### src/rtl/traffic_phase_timer_pkg.sv
// Shared constants for the traffic-light phase timer: phase indices and
// default per-phase durations.
package traffic_pkg;

    localparam int GREEN  = 0;
    localparam int YELLOW = 1;
    localparam int RED    = 2;

    localparam int NUM_PHASES_DEF = 3;
    localparam int CNT_WIDTH_DEF  = 5;
    localparam int IDX_WIDTH_DEF  = 2;

    localparam logic [CNT_WIDTH_DEF-1:0] DUR_GREEN  = 5'd14;
    localparam logic [CNT_WIDTH_DEF-1:0] DUR_YELLOW = 5'd2;
    localparam logic [CNT_WIDTH_DEF-1:0] DUR_RED    = 5'd17;

    // Phase i lives at bits [i*CNT_WIDTH +: CNT_WIDTH].
    localparam logic [NUM_PHASES_DEF*CNT_WIDTH_DEF-1:0] RST_DURS_DEF =
        {DUR_RED, DUR_YELLOW, DUR_GREEN};

    typedef enum logic [IDX_WIDTH_DEF-1:0] {
        PH_GREEN  = 2'd0,
        PH_YELLOW = 2'd1,
        PH_RED    = 2'd2
    } phase_e;

endpackage

### src/rtl/traffic_phase_timer_if.sv
// Control/status bundle between the lamp controller (master) and the phase
// timer (slave).
interface traffic_phase_timer_if #(
    parameter int pNUM_PHASES = 3,
    parameter int pCNT_WIDTH  = 5,
    parameter int pIDX_WIDTH  = 2
);
    logic                   en;
    logic                   hold;
    logic                   force_valid;
    logic [pIDX_WIDTH-1:0]  force_phase;
    logic                   cfg_we;
    logic [pIDX_WIDTH-1:0]  cfg_idx;
    logic [pCNT_WIDTH-1:0]  cfg_val;

    logic [pNUM_PHASES-1:0] phase;
    logic [pIDX_WIDTH-1:0]  phase_idx;
    logic [pCNT_WIDTH-1:0]  count_out;
    logic                   last;
    logic                   phase_start;

    modport master (
        output en, hold, force_valid, force_phase, cfg_we, cfg_idx, cfg_val,
        input  phase, phase_idx, count_out, last, phase_start
    );

    modport slave (
        input  en, hold, force_valid, force_phase, cfg_we, cfg_idx, cfg_val,
        output phase, phase_idx, count_out, last, phase_start
    );

endinterface

### src/rtl/traffic_phase_timer_tick_prescaler.sv
// Divides the clock into count ticks; the divider position is frozen while
// run is low and restarts from zero on clr.
module tick_prescaler #(
    parameter int pTICK_DIV  = 4,
    parameter int pDIV_WIDTH = 3
) (
    input  logic clk,
    input  logic rst_n,
    input  logic run,
    input  logic clr,
    output logic tick
);
    localparam logic [pDIV_WIDTH-1:0] LAST_CNT = pDIV_WIDTH'(pTICK_DIV - 1);

    logic [pDIV_WIDTH-1:0] r_div;

    assign tick = run && (r_div == LAST_CNT);

    always_ff @(posedge clk or negedge rst_n) begin
        if (!rst_n) begin
            r_div <= '0;
        end else if (clr) begin
            r_div <= '0;
        end else if (tick) begin
            r_div <= '0;
        end else if (run) begin
            r_div <= r_div + 1'b1;
        end
    end

endmodule

### src/rtl/traffic_phase_timer.sv
// Cyclic phase sequencer: counts each phase down from a programmable
// duration, with pause, forced jumps and a per-phase duration register file.
module traffic_phase_timer
    import traffic_pkg::*;
#(
    parameter int pNUM_PHASES = NUM_PHASES_DEF,
    parameter int pCNT_WIDTH  = CNT_WIDTH_DEF,
    parameter int pIDX_WIDTH  = IDX_WIDTH_DEF,
    parameter int pTICK_DIV   = 4,
    parameter int pDIV_WIDTH  = 3,
    parameter logic [pNUM_PHASES*pCNT_WIDTH-1:0] pRST_DURS = RST_DURS_DEF
) (
    input  logic                 clk,
    input  logic                 rst_n,
    traffic_phase_timer_if.slave bus
);
    localparam logic [pIDX_WIDTH-1:0] LAST_IDX = pIDX_WIDTH'(pNUM_PHASES - 1);

    logic [pCNT_WIDTH-1:0]  r_dur [pNUM_PHASES];
    logic [pIDX_WIDTH-1:0]  r_phase_idx;
    logic [pNUM_PHASES-1:0] r_phase;
    logic [pCNT_WIDTH-1:0]  r_count;
    logic                   r_phase_start;

    logic                   w_run;
    logic                   w_tick;
    logic                   w_force_ok;
    logic                   w_load;
    logic [pIDX_WIDTH-1:0]  w_next_idx;
    logic [pIDX_WIDTH-1:0]  w_load_idx;
    logic [pNUM_PHASES-1:0] w_idx_hit;
    logic [pCNT_WIDTH-1:0]  w_load_dur;
    logic [pCNT_WIDTH-1:0]  w_count_next;

    assign w_run      = bus.en & ~bus.hold;
    assign w_force_ok = bus.force_valid && (int'(bus.force_phase) < pNUM_PHASES);
    assign w_next_idx = (r_phase_idx == LAST_IDX) ? '0 : r_phase_idx + 1'b1;
    assign w_load_idx = w_force_ok ? bus.force_phase : w_next_idx;

    // Force wins over any tick in the same cycle; a tick at zero advances instead of wrapping.
    assign w_load = w_force_ok | (w_tick && (r_count == '0));

    tick_prescaler #(
        .pTICK_DIV  (pTICK_DIV),
        .pDIV_WIDTH (pDIV_WIDTH)
    ) u_prescaler (
        .clk   (clk),
        .rst_n (rst_n),
        .run   (w_run),
        .clr   (w_force_ok),
        .tick  (w_tick)
    );

    generate
        for (genvar gi = 0; gi < pNUM_PHASES; gi++) begin : g_phase_hit
            assign w_idx_hit[gi] = (w_load_idx == pIDX_WIDTH'(gi));
        end
    endgenerate

    // Reads the pre-write duration, so a same-cycle config write only affects later loads.
    always_comb begin
        w_load_dur = '0;
        for (int i = 0; i < pNUM_PHASES; i++) begin
            if (w_idx_hit[i]) begin
                w_load_dur = r_dur[i];
            end
        end
    end

    always_comb begin
        w_count_next = r_count;
        if (w_load) begin
            w_count_next = w_load_dur;
        end else if (w_tick) begin
            w_count_next = r_count - 1'b1;
        end
    end

    always_ff @(posedge clk or negedge rst_n) begin
        if (!rst_n) begin
            for (int i = 0; i < pNUM_PHASES; i++) begin
                r_dur[i] <= pRST_DURS[i*pCNT_WIDTH +: pCNT_WIDTH];
            end
        end else begin
            for (int i = 0; i < pNUM_PHASES; i++) begin
                if (bus.cfg_we && (bus.cfg_idx == pIDX_WIDTH'(i))) begin
                    r_dur[i] <= bus.cfg_val;
                end
            end
        end
    end

    always_ff @(posedge clk or negedge rst_n) begin
        if (!rst_n) begin
            r_phase_idx   <= '0;
            r_phase       <= pNUM_PHASES'(1);
            r_count       <= pRST_DURS[0 +: pCNT_WIDTH];
            r_phase_start <= 1'b0;
        end else begin
            r_count       <= w_count_next;
            r_phase_start <= w_load;
            if (w_load) begin
                r_phase_idx <= w_load_idx;
                r_phase     <= w_idx_hit;
            end
        end
    end

    assign bus.phase       = r_phase;
    assign bus.phase_idx   = r_phase_idx;
    assign bus.count_out   = r_count;
    assign bus.last        = (r_count == '0);
    assign bus.phase_start = r_phase_start;

endmodule

### src/flat_wrapper.sv
// flat-port wrapper written by rule: the top's interface ports become plain ports
module traffic_phase_timer_flat import traffic_pkg::*;
#(
    parameter int pNUM_PHASES = NUM_PHASES_DEF,
    parameter int pCNT_WIDTH  = CNT_WIDTH_DEF,
    parameter int pIDX_WIDTH  = IDX_WIDTH_DEF,
    parameter int pTICK_DIV   = 4,
    parameter int pDIV_WIDTH  = 3,
    parameter logic [pNUM_PHASES*pCNT_WIDTH-1:0] pRST_DURS = RST_DURS_DEF
)
  (clk, rst_n, bus_en, bus_hold, bus_force_valid, bus_force_phase, bus_cfg_we, bus_cfg_idx, bus_cfg_val, bus_phase, bus_phase_idx, bus_count_out, bus_last, bus_phase_start);
  traffic_phase_timer_if #(.pNUM_PHASES(pNUM_PHASES), .pCNT_WIDTH(pCNT_WIDTH), .pIDX_WIDTH(pIDX_WIDTH)) bus_i ();
  input  logic clk;
  input  logic rst_n;
  input wire logic [$bits(bus_i.en)-1:0] bus_en;
  input wire logic [$bits(bus_i.hold)-1:0] bus_hold;
  input wire logic [$bits(bus_i.force_valid)-1:0] bus_force_valid;
  input wire logic [$bits(bus_i.force_phase)-1:0] bus_force_phase;
  input wire logic [$bits(bus_i.cfg_we)-1:0] bus_cfg_we;
  input wire logic [$bits(bus_i.cfg_idx)-1:0] bus_cfg_idx;
  input wire logic [$bits(bus_i.cfg_val)-1:0] bus_cfg_val;
  output wire logic [$bits(bus_i.phase)-1:0] bus_phase;
  output wire logic [$bits(bus_i.phase_idx)-1:0] bus_phase_idx;
  output wire logic [$bits(bus_i.count_out)-1:0] bus_count_out;
  output wire logic [$bits(bus_i.last)-1:0] bus_last;
  output wire logic [$bits(bus_i.phase_start)-1:0] bus_phase_start;
  assign bus_i.en = bus_en;
  assign bus_i.hold = bus_hold;
  assign bus_i.force_valid = bus_force_valid;
  assign bus_i.force_phase = bus_force_phase;
  assign bus_i.cfg_we = bus_cfg_we;
  assign bus_i.cfg_idx = bus_cfg_idx;
  assign bus_i.cfg_val = bus_cfg_val;
  assign bus_phase = bus_i.phase;
  assign bus_phase_idx = bus_i.phase_idx;
  assign bus_count_out = bus_i.count_out;
  assign bus_last = bus_i.last;
  assign bus_phase_start = bus_i.phase_start;
  traffic_phase_timer #(.pNUM_PHASES(pNUM_PHASES), .pCNT_WIDTH(pCNT_WIDTH), .pIDX_WIDTH(pIDX_WIDTH), .pTICK_DIV(pTICK_DIV), .pDIV_WIDTH(pDIV_WIDTH), .pRST_DURS(pRST_DURS)) u_core (.clk(clk), .rst_n(rst_n), .bus(bus_i));
endmodule
### config.mk
export PLATFORM = sky130hd
export DESIGN_NAME = traffic_phase_timer_flat
export DESIGN_NICKNAME = d
export VERILOG_FILES = /design/src/rtl/traffic_phase_timer_pkg.sv /design/src/rtl/traffic_phase_timer_if.sv /design/src/rtl/traffic_phase_timer_tick_prescaler.sv /design/src/rtl/traffic_phase_timer.sv /design/src/flat_wrapper.sv
export SDC_FILE = /design/constraint.sdc
export NUM_CORES = 1
export LEC_CHECK = 0
export CORE_AREA = 2 2 55 57
export CTS_CLUSTER_DIAMETER = 80
export CTS_CLUSTER_SIZE = 20
export DETAILED_ROUTE_END_ITERATION = 12
export DIE_AREA = 0 0 57 59
export PLACE_DENSITY = 0.8
export RECOVER_POWER = 25
export SLEW_MARGIN = 10
export SYNTH_ARGS = -nofsm -noshare
export SYNTH_HDL_FRONTEND = slang
export SYNTH_SLANG_ARGS = --single-unit
### constraint.sdc
create_clock -name clk -period 3.6 [get_ports clk]
set_clock_uncertainty 0.1 [all_clocks]
set_input_delay 0.36 -clock clk [delete_from_list [all_inputs] [get_ports clk]]
set_output_delay 0.36 -clock clk [all_outputs]
set_load 0.03 [all_outputs]
==> flow_summary_export.csv <==
group,metric,value,unit
outcome,status,"completed",
route,wl_met2,1460,um
route,wl_met1,1230,um
setup_path,cp_top_family,"buffers and inverters",
placed_design,dpl_worst_slack,1330,ps
yosys,syn_nets,138,
power,leakage,0.741,nW
clocking,cts_max_level,2,
global_routing,grt_max_degree,30,
floorplanning,rows,19,
power,power.share.combinational,0.319,
clocking,cts.path.max_buffers,2,
worst_hold_path,holdPathEnd,"u_core.bus.phase[2]$_DFFE_PN0N_",
timing,final_hold_viol_count,0,
setup_path,rr_endpoint,"u_core.bus.phase[0]$_DFFE_PN1N_",
clocking,hold_buffers,0,
cells_and_area,design_area,1780,um^2
clocking,path_clk_slew,80,ps
yosys,syn-instance-count,121,
timing,setup_violations,0,
clocking,cts-buffers-inserted,5,
placed_design,place.gp.congestion,0.868,
cells_and_area,fin_util,0.657,
setup_path,arrival,2170,ps
timing,setup_tns,0,ps
clocking,cts_sinks,29,
route,routed_via_density,5.89,
floorplanning,die_x,57,um
setup_path,crit_cells,4,
power,p_clk_frac,0.208,
route,detail_route.wl_per_cell,15.8,um
timing,final.setup.worst_slack,970,ps
worst_hold_path,min_path_type,"reg2reg",
yosys,ys_ff_latch,29,
power,power.internal,0.000649,W
route,drtIter0Drc,29,
clocking,cts_tree,"yes",
yosys,synth_top_area_frac,0.332,
route,top_layer,"met4",
yosys,ys_warn_count,0,
clocking,cts_setup_buffers,0,
clocking,ctsResizeCount,0,
worst_hold_path,worstHoldStart,"u_core.bus.phase[2]$_DFFE_PN0N_",
route,drt_first_pass_iters,4,
yosys,synthTopCellsByArea,"dfrtp_1 33%, dfstp_2 18%, mux2_2 12%",
yosys,synth.distinct_cells,41,
flow_run,timing.max_cap.violations,0,
global_routing,first_global_vias,1159,
route,ant_nets,0,
global_routing,grt_pass1_wl,5080,um
route,wl_met3,155,um
setup_path,cp_max_fo,7,
timing,period_minus_slack,2630,ps
timing,report.final.slew_viol_count,0,
placed_design,portBuffers,26,
cells_and_area,layout_commonest_cell,"clkdlybuf4s50_1",
placed_design,place_area,1730,um^2
setup_path,r2r_slack,1560,ps
setup_path,critical_path.endpoint_type,"output port",
floorplanning,die_area,3360,um^2
cells_and_area,diodes,0,
setup_path,critical_path_required,3140,ps
setup_path,path_cells,"inv_1, ha_1, nor4b_4, clkdlybuf4s50_1",
floorplanning,coreArea,2710,um^2
timing,fmax,380,MHz
setup_path,start_kind,"flop",
setup_path,crit_start,"u_core.bus.count_out[0]$_DFFE_PN0P_",
worst_hold_path,hold_path_depth,1,
setup_path,reg2reg_depth,5,
yosys,ys_seq_area_frac,0.515,
power,power_switching_share,0.329,
power,seq_power_share,0.473,
placed_design,dp_hpwl,2190,um
global_routing,gr-total-overflow,0,
global_routing,grt_util_all_layers,0.201,
yosys,synth.avg_cell_area,11.9,um^2
floorplanning,die_h,59,um
clocking,clkLatencyLatePin,330,ps
route,drc,0,
route,routed_wirelength,2920,um
timing,slew_headroom,0.00346,
yosys,synth_top_area_cell,"dfrtp_1",
power,p_switching,0.000318,W
floorplanning,start_util,0.529,
setup_path,crit_path_max_incr_delay,760,ps
setup_path,slowest_stage,"clkdlybuf4s50_1",
setup_path,r2r-start,"u_core.bus.count_out[1]$_DFFE_PN1P_",
cells_and_area,drive_gt1_frac,0.253,
timing,worst_slew_pin_slew,1490,ps
setup_path,crit_type,"reg2out",
cells_and_area,nets,170,
timing,min_period_over_period,0.731,
power,power_density,543,nW/um^2
power,max-vdd-ir-drop,381,uV
setup_path,crit_buf_inv,2,
cells_and_area,final_cell_mix,"25 x clkdlybuf4s50_1, 19 x dfrtp_1, 15 x mux2_2",
route,vias,1089,
floorplanning,boundaryPins,27,
cells_and_area,syn_to_final_growth,24.2,%
clocking,cts_root_buf,"clkbuf_4",
timing,grt_setup_unrepaired,"false",
yosys,synth_area,1430,um^2
global_routing,antenna_found_initial,0,
==> cells by family (layout without fill, tap and decap cells) <==
kind of cell | count (synthesis) | in the layout | synth area share
compound gates | 31 | 31 | 0.161
simple gates | 35 | 35 | 0.155
mux | 16 | 16 | 0.125
flops | 29 | 29 | 0.515
buf+inv | 8 | 41 | 0.0262
fa+ha+maj | 2 | 2 | 0.0174
==> layer usage <==
metal,global-route usage,up-vias
met5,0,-
met3,0.0524,8
li1,-,520
met2,0.325,34
met4,0.143,0
met1,0.235,527
==> synth_stat cells <==
master     instances
nand3b_1           2
o311a_1            1
o31ai_1            1
a21o_1             4
nand2_1            7
a21bo_2            1
ha_1               2
buf_6              1
and3_1             1
nor3b_1            1
o41ai_1            1
or3_2              1
a21boi_2           1
a31oi_1            1
nor2_1             2
o32ai_1            1
inv_1              6
nor4_1             1
nor3_1             5
dfstp_2           10
o21ai_0            1
o22ai_1            4
mux2i_1            1
mux2_2            15
o2bb2ai_1          1
a21oi_1            6
clkbuf_1           1
o211ai_1           1
or2_2              1
a222oi_1           3
dfrtp_1           19
nor2b_1            5
nand4bb_1          1
a21oi_2            1
nor2_2             1
and4bb_2           1
nand2b_1           4
a211oi_1           2
a32oi_1            1
nor4b_4            1
nand3_1            1
==> registers in the layout (all words and copies together), names as in the netlist <==
register and count:
u_core.bus.count_out 5, u_core.bus.phase 3, u_core.bus.phase_idx 2, u_core.bus.phase_start 1, u_core.r_dur 15, u_core.u_prescaler.r_div 3
==> metrics by stage <==
| stage | power [W] | instances | hold WS (ps) |
|---|---|---|---|
| after floorplan | 0.000649 | 121 | -35.6 |
| after global placement | 0.000759 | 177 | 363 |
| after detailed placement | 0.000774 | 177 | 372 |
| after CTS | 0.000977 | 185 | 306 |
| after global routing | 0.00103 | 185 | 422 |
| final | 0.000966 | 185 | 383 |
==> worst max-delay path by stage <==
stage,slack [ps],to
global route,870,bus_last
CTS,950,bus_last
finish,970,bus_last
floorplan,1530,u_core.bus.phase[1]$_DFFE_PN0N_
global placement,1400,bus_last
detailed placement,1330,bus_last
==> power by group through the flow <==
stage          clock network, W  logic, W  registers, W
2_1_floorplan                 0  0.000144      0.000506
3_3_place_gp                  0  0.000302      0.000457
3_5_place_dp                  0  0.000311      0.000463
4_1_cts                0.000208  0.000312      0.000457
5_1_grt                0.000228  0.000334      0.000467
6_report               0.000201  0.000308      0.000457
==> final cells by class <==
cell class                      count  area, um^2
Fill cell                         225         930
Sequential cell                    29         738
Multi-Input combinational cell     84         658
Timing Repair Buffer               27         264
Clock buffer                        8        58.8
Tap cell                           31        38.8
Inverter                            6        22.5
Note: power is estimated with default switching activity, not from simulation.
